**src/rtl/dmem_pkg.sv**
```systemverilog
// Shared definitions for the data-memory arbiter slice: opcodes, FSM states,
// and default memory geometry.
package dmem_pkg;

  localparam int unsigned DMEM_DEPTH = 64;
  localparam int unsigned DMEM_AW    = 6;

  localparam logic [5:0] OP_LW = 6'b100011;
  localparam logic [5:0] OP_SW = 6'b101011;

  typedef enum logic [1:0] {
    IDLE,
    ACCESS,
    RESP
  } state_t;

endpackage

```
**src/rtl/dmem_sp_ram.sv**
```systemverilog
// Single-port synchronous data RAM: registered read, write-first, no reset.
// Words 0..11 power up holding i+1; all other words power up as zero.
module dmem_sp_ram
  import dmem_pkg::*;
#(
  parameter int unsigned DEPTH = DMEM_DEPTH,
  parameter int unsigned AW    = DMEM_AW
) (
  input  logic          clk,
  input  logic          we,
  input  logic [AW-1:0] addr,
  input  logic [31:0]   wdata,
  output logic [31:0]   rdata
);

  typedef logic [31:0] mem_t [DEPTH];

  function automatic mem_t mem_init();
    mem_t m;
    for (int unsigned i = 0; i < DEPTH; i++) begin
      m[i] = (i < 12) ? 32'(i + 1) : '0;
    end
    return m;
  endfunction

  mem_t mem = mem_init();

  // Write-first port: a write also returns the new word on the read output.
  always_ff @(posedge clk) begin
    if (we) begin
      mem[addr] <= wdata;
      rdata     <= wdata;
    end else begin
      rdata     <= mem[addr];
    end
  end

endmodule

```
**src/rtl/dmem_arbiter.sv**
```systemverilog
// Two-port round-robin arbiter and sequencer for the single-port data memory.
// Port 0 is the CPU load/store stage, port 1 the test/boot loader.
module dmem_arbiter
  import dmem_pkg::*;
#(
  parameter int unsigned DEPTH = DMEM_DEPTH,
  parameter int unsigned AW    = DMEM_AW
) (
  input  logic        clk,
  input  logic        rst_n,
  input  logic [1:0]  req,
  input  logic [5:0]  op0,
  input  logic [5:0]  op1,
  input  logic [31:0] addr0,
  input  logic [31:0] addr1,
  input  logic [31:0] wdata0,
  input  logic [31:0] wdata1,
  output logic [1:0]  gnt,
  output logic [1:0]  rvalid,
  output logic [31:0] rdata,
  output logic [1:0]  err,
  output logic        busy
);

  state_t      state, state_nxt;
  logic        last_gnt;
  logic        win;
  logic        pick;
  logic [5:0]  op_q;
  logic [31:0] addr_q;
  logic [31:0] wdata_q;
  logic [31:0] hold_q;
  logic [31:0] ram_rd;
  logic [31:0] resp_data;
  logic        in_range;
  logic        is_lw;
  logic        is_sw;
  logic        ram_we;

  // Winner selection: a lone requester wins, a tie goes away from last_gnt.
  always_comb begin
    pick = (req == 2'b11) ? ~last_gnt : req[1];
  end

  // Range and opcode decode of the latched request.
  always_comb begin
    in_range  = (addr_q < 32'(DEPTH));
    is_lw     = (op_q == OP_LW);
    is_sw     = (op_q == OP_SW);
    ram_we    = (state == ACCESS) && is_sw && in_range && rst_n;
    resp_data = in_range ? ram_rd : '0;
  end

  dmem_sp_ram #(
    .DEPTH (DEPTH),
    .AW    (AW)
  ) u_ram (
    .clk   (clk),
    .we    (ram_we),
    .addr  (addr_q[AW-1:0]),
    .wdata (wdata_q),
    .rdata (ram_rd)
  );

  // FSM state register.
  always_ff @(posedge clk) begin
    if (!rst_n) state <= IDLE;
    else        state <= state_nxt;
  end

  // Next-state logic and Moore-style output pulses.
  always_comb begin
    state_nxt = state;
    gnt       = '0;
    err       = '0;
    rvalid    = '0;
    rdata     = hold_q;
    busy      = (state != IDLE);
    case (state)
      IDLE: begin
        if (|req) state_nxt = ACCESS;
      end
      ACCESS: begin
        gnt[win] = 1'b1;
        if (!((is_lw || is_sw) && in_range)) err[win] = 1'b1;
        state_nxt = RESP;
      end
      RESP: begin
        if (is_lw) begin
          rvalid[win] = 1'b1;
          rdata       = resp_data;
        end
        state_nxt = IDLE;
      end
      default: state_nxt = IDLE;
    endcase
  end

  // Request latch, round-robin pointer, and held copy of the last load data
  // so rdata stays stable between responses.
  always_ff @(posedge clk) begin
    if (!rst_n) begin
      last_gnt <= 1'b1;
      win      <= 1'b0;
      op_q     <= '0;
      addr_q   <= '0;
      wdata_q  <= '0;
      hold_q   <= '0;
    end else begin
      if (state == IDLE && |req) begin
        win      <= pick;
        last_gnt <= pick;
        op_q     <= pick ? op1    : op0;
        addr_q   <= pick ? addr1  : addr0;
        wdata_q  <= pick ? wdata1 : wdata0;
      end
      if (state == RESP && is_lw) hold_q <= resp_data;
    end
  end

endmodule

```
**config.mk**
```make
export PLATFORM = sky130hd
export DESIGN_NAME = dmem_arbiter
export DESIGN_NICKNAME = d
export VERILOG_FILES = /design/src/rtl/dmem_pkg.sv /design/src/rtl/dmem_sp_ram.sv /design/src/rtl/dmem_arbiter.sv
export SDC_FILE = /design/constraint.sdc
export NUM_CORES = 2
export LEC_CHECK = 0
export ABC_AREA = 1
export CAP_MARGIN = 5
export CORE_MARGIN = 5
export CORE_UTILIZATION = 30
export CTS_CLUSTER_DIAMETER = 80
export CTS_CLUSTER_SIZE = 30
export DETAILED_ROUTE_END_ITERATION = 10
export GPL_ROUTABILITY_DRIVEN = 0
export PLACE_DENSITY = 0.55
export SKIP_CTS_REPAIR_TIMING = 1
export SYNTH_ARGS = -nofsm -noshare
export SYNTH_HDL_FRONTEND = slang
export SYNTH_HIERARCHICAL = 1
export SYNTH_SLANG_ARGS = --single-unit
```
**constraint.sdc**
```tcl
create_clock -name clk -period 7.7 [get_ports clk]
set_input_delay 1.54 -clock clk [delete_from_list [all_inputs] [get_ports clk]]
set_output_delay 1.54 -clock clk [all_outputs]
set_load 0.01 [all_outputs]
```
==> metrics <==
post-route clock skew=53.2 ps; share of synthesized area occupied by flip-flops and latches=73.0%; met2 Use GR=26.9%; global routing's busiest layer=met2; remaining antenna violation count after routing=0; WP data required=6160 ps; crit path time final=6470 ps; RSZ-0062 raised after global routing=false; Max Clock Freq=154 MHz; area taken by multi-input logic gates=21,300 sq um; met3 global-route usage=2.39%; initial cell density of the core=between 30% and 40%; mean post-synth cell area=11.7 sq um; fillers=28,785; tightest slew margin relative to the limit=about a fifth; buffers added on ports=182; reported leakage power=0.0334 uW; latest clock arrival within the worst-skew pair=820 ps; IO Pins=183; number of global-route vias before repair=about 55,000; final routed wire length divided by cell count=23.1 um; width of the die=550 um; most common cell in the netlist=sky130_fd_sc_hd__nand2_1; Die Y=around 550 um; number of detailed-route iterations in the first pass=6; most area-hungry cell type in the Yosys netlist=sky130_fd_sc_hd__edfxtp_1; Synth warnings=6; Remaining Overflow, GRT=0; Max H-tree Level=3; Switch Pwr=6780 uW; endpoint type of the worst setup path=primary output; total power per unit cell area=245 nW/um^2; critical path start-end classification=reg -> out; remaining routing DRC violations=0; crit path launch type=register; internal power contribution=17,100 uW; P&R area growth vs syn=11.8%; fraction of synthesized cell area taken by the top area cell type=70.4%; class of the worst hold path=reg -> reg; Global Route met1 Usage=about a quarter; leading register cell type out of synthesis=sky130_fd_sc_hd__edfxtp_1; number of synthesized flops with an enable pin=roughly 2,000; 1st-iter DRT viols=6,555; part of the total power dissipated in the clock network=30.9%; startpoint of the tightest hold check path=last_gnt; pins over their slew limit=0; synthesized cell area=87,300 sq um; total power=23,900 uW; Setup TNS=0 ps; half-perimeter wire length after placement=141 mm; # clock sinks=about 2,200; number of endpoints failing setup at the final stage=0; number of rows created at floorplan=198; final cycle utilization of the critical path=84.1%; TritonCTS clock tree=done; number of instances in the synthesized netlist=7,453; antenna violations before repair=9; startpoint of the worst register-to-register path=addr_q[6]; FF+latch area=between 60,000 and 70,000 sq um; fraction of synthesis flops using an asynchronous set or reset pin=0%; area of the die=302,000 sq um; most area-consuming cells after synthesis=sky130_fd_sc_hd__edfxtp_1 70%, sky130_fd_sc_hd__nand3_1 11%, sky130_fd_sc_hd__nand2_1 11%; cell types with the highest counts after synthesis=2,474 x sky130_fd_sc_hd__nand2_1, 2,048 x sky130_fd_sc_hd__edfxtp_1, 1,910 x sky130_fd_sc_hd__nand3_1, 299 x sky130_fd_sc_hd__buf_2, 112 x sky130_fd_sc_hd__dfxtp_1; Net count, final=7,549; maxcap violations=0; fraction of final layout cells with drive strength greater than 1=7.04%; Routed Wire Length=between 200 and 300 mm; data arrival time of the critical path=4930 ps; fraction of power spent switching nets=28.4%; total vias in the final route=57,862; detailed-route vias per instance=around 5; Reg clk slew, reported paths=100 ps; number of buffers created by CTS=113; maximum buffer depth of the clock tree=3; part of the power in combinational logic=between 10% and 20%; run status=finished clean; largest driver fanout on the critical path=76; root buffer cell=sky130_fd_sc_hd__clkbuf_16; Tot GR Track Use=between 10% and 20%; flip-flop and latch count after synthesis=2,160; Slew @ Worst Pin=~1200 ps; Fin. Hold Viols=0; count of cell types in the netlist=33; placeable core region=290,000 sq um; largest net degree at the start of global routing=201; proportion of power drawn by flip-flops and latches=55.7%; number of nets produced by synthesis=7,597; VDD IR-drop max=0.203 mV; global-route wire length before repair=~380 mm
-- stage by stage --
step / worst slack (ps) / hold WS (ps) / instances / area (sq um) / utilization (%)
floorplan: 1320 / 344 / 7453 / 87300 / -
global placement: 962 / 446 / 11190 / 93600 / 32.2
detailed placement: 1020 / 449 / 11190 / 93600 / 32.2
CTS: 1200 / 472 / 11402 / 97600 / 33.6
global route: 982 / 500 / 11403 / 97600 / 33.6
finish: 1230 / 471 / 11410 / 97600 / 33.6
-- path summary, 6_finish.rpt --
| check | slack [ps] | end | depth (start not counted) |
|---|---|---|---|
| worst max-delay path | 1230 | rdata[18] | 15 |
| worst min-delay path | 470 | last_gnt | 2 |
| worst max register to register | 2620 | u_ram/mem[29][11] | 9 |
| worst min register to register | 470 | last_gnt | 2 |
-- cell type report --
cell class	count	area share, %
antenna	8	0.0205
clock buffer	122	2.97
clock inverter	90	1.13
inverter	69	0.302
multi-input combinational	4723	21.8
sequential	2160	65.4
tap	3900	5.00
timing repair buffer	338	3.39
-- power by group through the flow --
stage               logic, uW  clock network (uW)  registers (uW)
global placement         3180                   0           13600
global route             3460                7950           13300
floorplan                1790                   0           13600
CTS                      3200                7510           13300
finish                   3210                7370           13300
detailed placement       3190                   0           13600
-- cells in the final DEF (no fill, tap or decap), types with 9 or more instances in the layout --
cell type	n
sky130_fd_sc_hd__dfxtp_1	75
sky130_fd_sc_hd__a21oi_2	30
sky130_fd_sc_hd__inv_8	13
sky130_fd_sc_hd__clkinv_4	9
sky130_fd_sc_hd__dfxtp_4	10
sky130_fd_sc_hd__a31oi_1	70
sky130_fd_sc_hd__inv_1	62
sky130_fd_sc_hd__o21ai_0	60
sky130_fd_sc_hd__clkinvlp_4	10
sky130_fd_sc_hd__nand4_1	10
sky130_fd_sc_hd__dfxtp_2	27
sky130_fd_sc_hd__o21ai_1	10
sky130_fd_sc_hd__inv_16	9
sky130_fd_sc_hd__nand2_1	2472
sky130_fd_sc_hd__nand3_1	1910
sky130_fd_sc_hd__buf_12	26
sky130_fd_sc_hd__nor2_4	58
sky130_fd_sc_hd__inv_6	17
sky130_fd_sc_hd__edfxtp_1	2048
sky130_fd_sc_hd__clkbuf_16	115
sky130_fd_sc_hd__buf_4	130
sky130_fd_sc_hd__nor2_1	54
sky130_fd_sc_hd__clkdlybuf4s50_1	181
sky130_fd_sc_hd__nand3_2	29
-- critical path, cell delays in order (launching register included) --
cell                              delay [ps]
sky130_fd_sc_hd__dfxtp_4                 620
sky130_fd_sc_hd__buf_4                   740
sky130_fd_sc_hd__buf_4                   720
sky130_fd_sc_hd__nand2_1                 100
sky130_fd_sc_hd__nand3_1                 110
sky130_fd_sc_hd__nand3_1                 150
sky130_fd_sc_hd__nand2_1                 230
sky130_fd_sc_hd__nand2_1                 110
sky130_fd_sc_hd__nand3_1                 120
sky130_fd_sc_hd__nand3_1                  80
sky130_fd_sc_hd__nand2_1                 150
sky130_fd_sc_hd__inv_1                    60
sky130_fd_sc_hd__nor2_1                  140
sky130_fd_sc_hd__nand3_2                 110
sky130_fd_sc_hd__nand2_1                 100
sky130_fd_sc_hd__clkdlybuf4s50_1         550
-- state kept, by name, summed over array words and instances, names as in the netlist, named ones only --
| register | flops |
|---|---|
| u_ram/mem | 2048 |
| addr_q | 32 |
| hold_q | 32 |
| wdata_q | 32 |
| op_q | 6 |
| state | 2 |
| last_gnt | 1 |
| win | 1 |
-- per-layer routing --
layer | part of all wire (%) | wire [um]
met1 | 43 | 113000
met3 | 7.7 | 20200
met2 | 46 | 122000
met4 | 3.3 | 8600
met5 | 0.0057 | 15
-- kinds of logic after synthesis --
group	after synthesis	synth area share (%)
simple gates	4550	22.6
compound gates	173	1.22
flops	2160	73.0
buf+inv	570	3.19
Note: power is estimated with default switching activity, not from simulation.
